[src/rtl/pwm_pkg.sv]
// Shared definitions for the PWM level selector: level codes, width helper,
// period-strobe convention and the pending/idle state encoding.
package pwm_pkg;

  localparam int LVL_OFF = 0;

  // Period strobe is asserted on the last clock of a PWM period; commits use it.
  localparam bit PERIOD_STROBE_ON_LAST = 1'b1;

  typedef enum logic {
    ST_IDLE    = 1'b0,
    ST_PENDING = 1'b1
  } lvl_state_e;

  function automatic int clog2(input int n);
    int r;
    r = 0;
    while ((1 << r) < n) r++;
    return r;
  endfunction

  // Codes 0..ch must all be representable.
  function automatic int sel_width(input int ch);
    return (clog2(ch + 1) < 1) ? 1 : clog2(ch + 1);
  endfunction

endpackage

[src/rtl/pwm_level_mux_if.sv]
// Level-change control bundle: direct load with code, and step pulse.
interface pwm_level_mux_if #(
  parameter int SEL_W = 3
);
  logic             load;
  logic [SEL_W-1:0] sel;
  logic             step;

  modport master (output load, sel, step);
  modport slave  (input  load, sel, step);
endinterface

[src/rtl/pwm_level_mux_level_step_ctrl.sv]
// Pending-level register: load beats step, out-of-range loads clamp to off,
// steps wrap CH -> 0.
module level_step_ctrl
  import pwm_pkg::*;
#(
  parameter int CH    = 4,
  parameter int SEL_W = 3
) (
  input  logic             i_clk,
  input  logic             i_reset_n,
  pwm_level_mux_if.slave   ctrl,
  output logic [SEL_W-1:0] o_nxt,
  output logic [SEL_W-1:0] o_nxt_d
);

  localparam logic [SEL_W-1:0] CH_CODE  = SEL_W'(CH);
  localparam logic [SEL_W-1:0] OFF_CODE = SEL_W'(LVL_OFF);

  logic [SEL_W-1:0] r_nxt;
  logic [SEL_W-1:0] w_nxt_d;

  always_comb begin
    w_nxt_d = r_nxt;
    if (ctrl.load) begin
      w_nxt_d = (ctrl.sel > CH_CODE) ? OFF_CODE : ctrl.sel;
    end else if (ctrl.step) begin
      w_nxt_d = (r_nxt == CH_CODE) ? OFF_CODE : r_nxt + SEL_W'(1);
    end
  end

  always_ff @(posedge i_clk) begin
    if (!i_reset_n) r_nxt <= OFF_CODE;
    else            r_nxt <= w_nxt_d;
  end

  assign o_nxt   = r_nxt;
  assign o_nxt_d = w_nxt_d;

endmodule

[src/rtl/pwm_level_mux.sv]
// Glitch-free PWM level selector: level changes are held pending and
// committed on the period strobe; LED drive is registered.
module pwm_level_mux
  import pwm_pkg::*;
#(
  parameter int CH    = 4,
  parameter int SEL_W = sel_width(CH)
) (
  input  logic             i_clk,
  input  logic             i_reset_n,
  input  logic [CH-1:0]    i_pwm,
  input  logic             i_period_end,
  input  logic             i_load,
  input  logic [SEL_W-1:0] i_sel,
  input  logic             i_step,
  output logic             o_pwm,
  output logic [SEL_W-1:0] o_level,
  output logic             o_pending
);

  pwm_level_mux_if #(.SEL_W(SEL_W)) u_ctrl_if ();

  assign u_ctrl_if.load = i_load;
  assign u_ctrl_if.sel  = i_sel;
  assign u_ctrl_if.step = i_step;

  logic [SEL_W-1:0] w_nxt;
  logic [SEL_W-1:0] w_nxt_d;
  logic [SEL_W-1:0] w_lvl_d;
  logic             w_pwm_sel;

  logic [SEL_W-1:0] r_lvl;
  logic             r_pwm;
  lvl_state_e       r_state;

  level_step_ctrl #(
    .CH    (CH),
    .SEL_W (SEL_W)
  ) u_step_ctrl (
    .i_clk     (i_clk),
    .i_reset_n (i_reset_n),
    .ctrl      (u_ctrl_if.slave),
    .o_nxt     (w_nxt),
    .o_nxt_d   (w_nxt_d)
  );

  // A load/step in the strobe cycle commits in that same cycle.
  assign w_lvl_d = i_period_end ? w_nxt_d : r_lvl;

  // Mux on the level being written so the new channel appears one cycle later.
  always_comb begin
    w_pwm_sel = 1'b0;
    for (int unsigned k = 0; k < CH; k++) begin
      if (w_lvl_d == SEL_W'(k + 1)) w_pwm_sel = i_pwm[k];
    end
  end

  always_ff @(posedge i_clk) begin
    if (!i_reset_n) begin
      r_lvl   <= SEL_W'(LVL_OFF);
      r_pwm   <= 1'b0;
      r_state <= ST_IDLE;
    end else begin
      r_lvl   <= w_lvl_d;
      r_pwm   <= w_pwm_sel;
      r_state <= (w_lvl_d != w_nxt_d) ? ST_PENDING : ST_IDLE;
    end
  end

  assign o_pwm     = r_pwm;
  assign o_level   = r_lvl;
  assign o_pending = (r_state == ST_PENDING);

endmodule

[config.mk]
export PLATFORM = sky130hd
export DESIGN_NAME = pwm_level_mux
export DESIGN_NICKNAME = d
export VERILOG_FILES = /design/src/rtl/pwm_pkg.sv /design/src/rtl/pwm_level_mux_if.sv /design/src/rtl/pwm_level_mux_level_step_ctrl.sv /design/src/rtl/pwm_level_mux.sv
export SDC_FILE = /design/constraint.sdc
export NUM_CORES = 1
export LEC_CHECK = 0
export BUFFER_PORTS_ARGS = -buffer_cell sky130_fd_sc_hd__clkbuf_2
export CORE_AREA = 5 5 42 44
export DETAILED_ROUTE_END_ITERATION = 8
export DIE_AREA = 0 0 47 49
export HOLD_SLACK_MARGIN = 0.1
export PLACE_DENSITY_LB_ADDON = 0.15
export SETUP_SLACK_MARGIN = 0.1
export SYNTH_ARGS = -nofsm -noshare
export SYNTH_HDL_FRONTEND = slang
export SYNTH_HIERARCHICAL = 1
export SYNTH_SLANG_ARGS = --single-unit
[constraint.sdc]
create_clock -name i_clk -period 1.4 [get_ports i_clk]
set_input_delay 0.07 -clock i_clk [delete_from_list [all_inputs] [get_ports i_clk]]
set_output_delay 0.07 -clock i_clk [all_outputs]
set_load 0.01 [all_outputs]
==> results_dict.tcl, run 1 <==
set metrics [dict create \
    outcome "finished, violations left" \
    violations "setup timing" \
    dp_hpwl_mm 1.01 \
    place_ws_ns -0.202 \
    wl_per_cell_um 14.0 \
    clk_latency_ns 0.25 \
    fin_area_um2 786 \
    drt_iter0_drc 7 \
    htree_num_levels 1 \
    yosysUniqueCellTypes 24 \
    cpPeakStageDelay_ns 0.36 \
    cts-root-buf "clkbuf_4" \
    synth_common_cells "8 x dfxtp_1, 7 x a21oi_1, 6 x inv_1, 6 x nor2b_1" \
    diodes 0 \
    netlist_instances 62 \
    drive_gt1_share_pct 50.0 \
    yosysTopAreaCell "dfxtp_1" \
    path_delay_family "compound AO/OA/AOI/OAI gates" \
    fmax_mhz 647 \
    worstSetupPathType "reg -> reg" \
    numClockSinks 8 \
    via_per_inst 5.24 \
    drv_slew 0 \
    netlist_area_um2 515 \
    cap_violations 0 \
    worst_ep_required_time_ns 1.58 \
    synth.net_count 76 \
    hold_viol 0 \
    p_per_area_mw_per_mm2 812 \
    final_util_pct 56.1 \
    setup_viol 5 \
    final_antenna_net_count 0 \
    rsz0062_at_grt "yes" \
    fillCellCount 135 \
    hold_path_class "in -> reg" \
    drcViolationCount 0 \
    finClkSkew_ns 0.000648 \
    setup_tns_ns -0.363 \
    synth-seq-cells 8 \
    endpoint_kind "flop" \
    slew_headroom_pct 77.8 \
    core_mm2 0.00140 \
    synth_flop_cell "dfxtp_1" \
    path_max_fanout 5 \
    start_util_pct 36.8 \
    final_nets 102 \
    synth.avg_cell_area_um2 8.31 \
    setup_ws_ns -0.145 \
    dp_cells 97 \
    die_h_um 49 \
    io_buffers 16 \
    track_usage_pct 14.4 \
    wl_mm 1.43 \
    areaGrowthSynthToFinish_pct 52.4 \
    vias 534 \
    ios 17 \
    yosysMostFrequentCell "dfxtp_1" \
    core.rowCount 14 \
    total_power_uw 638 \
    peakVddDrop_uv 627 \
    grt_pass1_vias 562 \
    synthTopCellsByArea "dfxtp_1 31%, nor2b_1 7.3%, a21oi_1 6.8%" \
    first_pass_iters 4 \
    grt_max_degree 9 \
    stdcell_count 102 \
    slowest_stage "a311o_1" \
    die_width_um 47 \
    cp-start-kind "flop" \
    hold_ws_ns 0.133 \
    synth.top_cell.area_share_pct 31.1 \
    seq_area_frac_synth_pct 31.1 \
    p_leak_nw 0.318 \
    cts_max_path_buffers 2 \
    grt_pass1_wl_mm 2.37 \
    critPathBufInv 0 \
    async_reset_ff_share_pct 0 \
    antenna_found_initial 0 \
    cts_tree "built" \
    grt_overflow 0 \
    critPathArrivalTime_ns 1.73 \
    period_needed_ns 1.54 \
    ys_warn_count 6 \
    numCtsBuffers 3 \
    synth_edf_count 0 \
    path_clk_slew_ns 0.05 \
    globalplace.congestion 0.773 \
    worst_pin_slew_ns 0.329 \
    place_area_um2 674 \
    design.die.area_mm2 0.00230 \
    period_share_pct 110 \
    crit_chain "ha_2 > nor4bb_4 > a311o_1 > nand2_1 > o221ai_1 > nor3_2" \
]
==> sequential cells by signal, indices dropped and copies added (netlist names) <==
register and count:
o_pending 1, o_pwm 1, u_step_ctrl/o_nxt 3, o_level 3
==> cells by family (layout without fill, tap and decap cells) <==
logic type,count (synthesis),count (layout),share of synthesized area [%]
muxes,1,1,1.94
xor gates and xnor gates,3,3,5.10
AOI/OAI and AO/OA,19,19,25.2
buffers and inverters,8,32,7.52
and+or+nand+nor,21,21,24.3
DFF,8,8,31.1
adders and majority gates,2,2,4.85
==> final cells by class <==
type	instances	area, um2	share of cell area [%]
Clock buffer	3	22.5	2.87
Inverter	6	22.5	2.87
Multi-Input combinational cell	46	419	53.3
Sequential cell	8	163	20.7
Tap cell	16	20.0	2.55
Timing Repair Buffer	23	139	17.7
==> cells in the final DEF (no fill, tap or decap), types with 2 or more instances in the layout <==
master / Yosys / final
dfxtp_2: 0 / 2
xnor2_1: 3 / 3
clkbuf_2: 0 / 16
nor2_1: 4 / 4
nor2b_1: 6 / 6
a21oi_2: 1 / 2
a211oi_1: 3 / 2
inv_2: 0 / 2
dfxtp_1: 8 / 6
a21oi_1: 7 / 4
nand2_1: 3 / 2
clkbuf_4: 0 / 3
inv_1: 6 / 4
a21oi_4: 0 / 2
nand2b_1: 4 / 4
buf_4: 0 / 5
==> final timing paths <==
check                             from         end  slack [ns]  cells past startpoint
setup reg to reg  u_step_ctrl/o_nxt[0]       o_pwm       -0.14                      6
setup / recovery  u_step_ctrl/o_nxt[0]       o_pwm       -0.14                      6
hold reg to reg             o_level[1]  o_level[1]        0.57                      2
hold / removal            i_period_end   o_pending        0.13                      2
==> per-layer routing <==
layer / up-vias / global-route usage, % / part of all wire (%)
met5: - / 0 / 0
met4: 0 / 3.23 / 1.7
met3: 4 / 6.64 / 4.3
met2: 13 / 24.4 / 52
met1: 250 / 15.6 / 42
li1: 267 / - / -
==> report_power, final <==
group          switching, mW  internal [mW]
clock                 0.0797         0.0982
sequential            0.0147          0.244
combinational         0.0995          0.102
total                  0.194          0.444
==> repair_timing <==
item                                   4_1_cts  5_1_grt
pin swaps                                   10        5
resized for setup                           10        3
hold buffers                                 1        0
buffers inserted                             1        0
endpoints found under the hold margin        3        0
cloned                                       0        0
setup endpoints to repair                    6        6
Note: power is estimated with default switching activity, not from simulation.
==> run 2, diff against run 1 <==
PLACE_DENSITY = 0.66   (was default)
PLACE_DENSITY_LB_ADDON = default   (was 0.15)
==> results_dict.tcl, run 2 (synthesis gave the netlist of run 1 again) <==
set metrics [dict create \
    final_common_cell "clkbuf_2" \
    drcViolationCount 0 \
    hold_path_end "o_pending" \
    period_share_pct 112 \
    p_per_area_mw_per_mm2 815 \
    diodes 0 \
    cts_max_path_buffers 2 \
    ios 17 \
    multi_input_area_um2 419 \
    regToRegEndpoint "o_pwm" \
    finClkSkew_ns 0.00779 \
    core_mm2 0.00140 \
    drt_iter0_drc 5 \
    drv_slew 0 \
    final_util_pct 55.3 \
    track_usage_pct 13.1 \
    numCtsBuffers 3 \
    clk_latency_ns 0.26 \
    regArea_um2 163 \
    final_nets 101 \
    worst_ep_required_time_ns 1.54 \
    p_leak_nw 0.313 \
    worstRegToRegCells 8 \
    endpoint_kind "flop" \
    path_max_fanout 4 \
    min_from "i_period_end" \
    outcome "finished, violations left" \
    grt_pass1_wl_mm 2.18 \
    setup_ws_ns -0.171 \
    design.die.area_mm2 0.00230 \
    worstSetupPathType "reg -> reg" \
    critPathArrivalTime_ns 1.71 \
    grt_max_degree 9 \
    final_antenna_net_count 0 \
    setup_viol 5 \
    fin_area_um2 774 \
    grt_overflow 0 \
    io_buffers 16 \
    peakVddDrop_uv 451 \
    drive_gt1_share_pct 49.4 \
    fillCellCount 143 \
    crit_path_start "u_step_ctrl/o_nxt[0]" \
    wl_mm 1.31 \
    via_per_inst 5.20 \
    violations "setup timing" \
    hold_viol 0 \
    htree_num_levels 1 \
    timing.rr.start "u_step_ctrl/o_nxt[0]" \
    globalplace.congestion 0.784 \
    layout_common_cells "16 x clkbuf_2, 6 x nor2b_1, 6 x dfxtp_1, 5 x buf_4" \
    grt_pass1_vias 531 \
    period_needed_ns 1.57 \
    cts-root-buf "clkbuf_4" \
    start_util_pct 36.8 \
    cap_violations 0 \
    areaGrowthSynthToFinish_pct 50.2 \
    cts_tree "built" \
    rsz0062_at_grt "yes" \
    path_clk_slew_ns 0.06 \
    dp_hpwl_um 983 \
    first_pass_iters 4 \
    core.rowCount 14 \
    place_area_um2 674 \
    wl_per_cell_um 13.0 \
    reg2reg_slack_ns -0.17 \
    antenna_found_initial 0 \
    cp-start-kind "flop" \
    hold_depth 2 \
    hold_path_class "in -> reg" \
    fmax_mhz 637 \
    vias 525 \
    worst_pin_slew_ns 0.325 \
    numClockSinks 8 \
    die_width_um 47 \
    slew_headroom_pct 78.3 \
    die_h_um 49 \
]
-- run 2: where the power goes --
part           switching [mW]  internal [mW]  leakage [nW]
clock                  0.0836         0.0985        0.0138
combinational          0.0955         0.0959         0.233
sequential             0.0143          0.244        0.0664
-- run 2: stage by stage --
stage | std cells | power (mW) | TNS, ns | hold WS [ns] | setup slack (ns)
global placement | 97 | 0.419 | -0.295 | 0.345 | -0.190
finish | 101 | 0.631 | -0.364 | 0.105 | -0.171
CTS | 101 | 0.623 | -0.321 | 0.106 | -0.146
global route | 101 | 0.667 | -0.703 | 0.102 | -0.240
detailed placement | 97 | 0.421 | -0.413 | 0.347 | -0.216
floorplan | 62 | 0.365 | -0.0310 | 0.192 | -0.0310
-- run 2: routing by layer --
metal / vias to the layer above / wire length [um] / global-route usage, %
li1: 269 / - / -
met1: 238 / 564 / 16.5
met2: 14 / 659 / 19.7
met3: 4 / 52 / 2.21
met4: 0 / 36 / 8.29
met5: - / 0 / 0
-- run 2: layout make-up --
| class | count | share of cell area (%) |
|---|---|---|
| multi-input cells | 46 | 54.1 |
| well taps | 16 | 2.58 |
| flip-flops and latches | 8 | 21.0 |
| repair buffers | 22 | 16.5 |
| clock buffers | 3 | 2.91 |
| inverters | 6 | 2.91 |
-- run 2: repair_timing --
action                     in CTS  in global routing
hold endpoints to repair        2                  0
setup endpoints to repair       5                  6
resized for setup               9                  3
buffers inserted                0                  0
pin swaps                       7                  4
hold buffers                    1                  0
-- run 2: how the worst max path moves through the flow --
stage and to:
3_5_place_dp o_pwm, 5_1_grt o_pwm, 2_1_floorplan o_pwm, 4_1_cts o_pwm, 3_3_place_gp o_pwm, 6_report o_pwm
-- run 2: worst max-delay path: stages, from the launching register on --
cell and delay [ns]:
dfxtp_2 0.35, inv_2 0.05, ha_4 0.23, a311oi_4 0.37, a21oi_4 0.08, a21oi_2 0.15
o21ai_2 0.06, o31ai_2 0.07, nor3_2 0.08
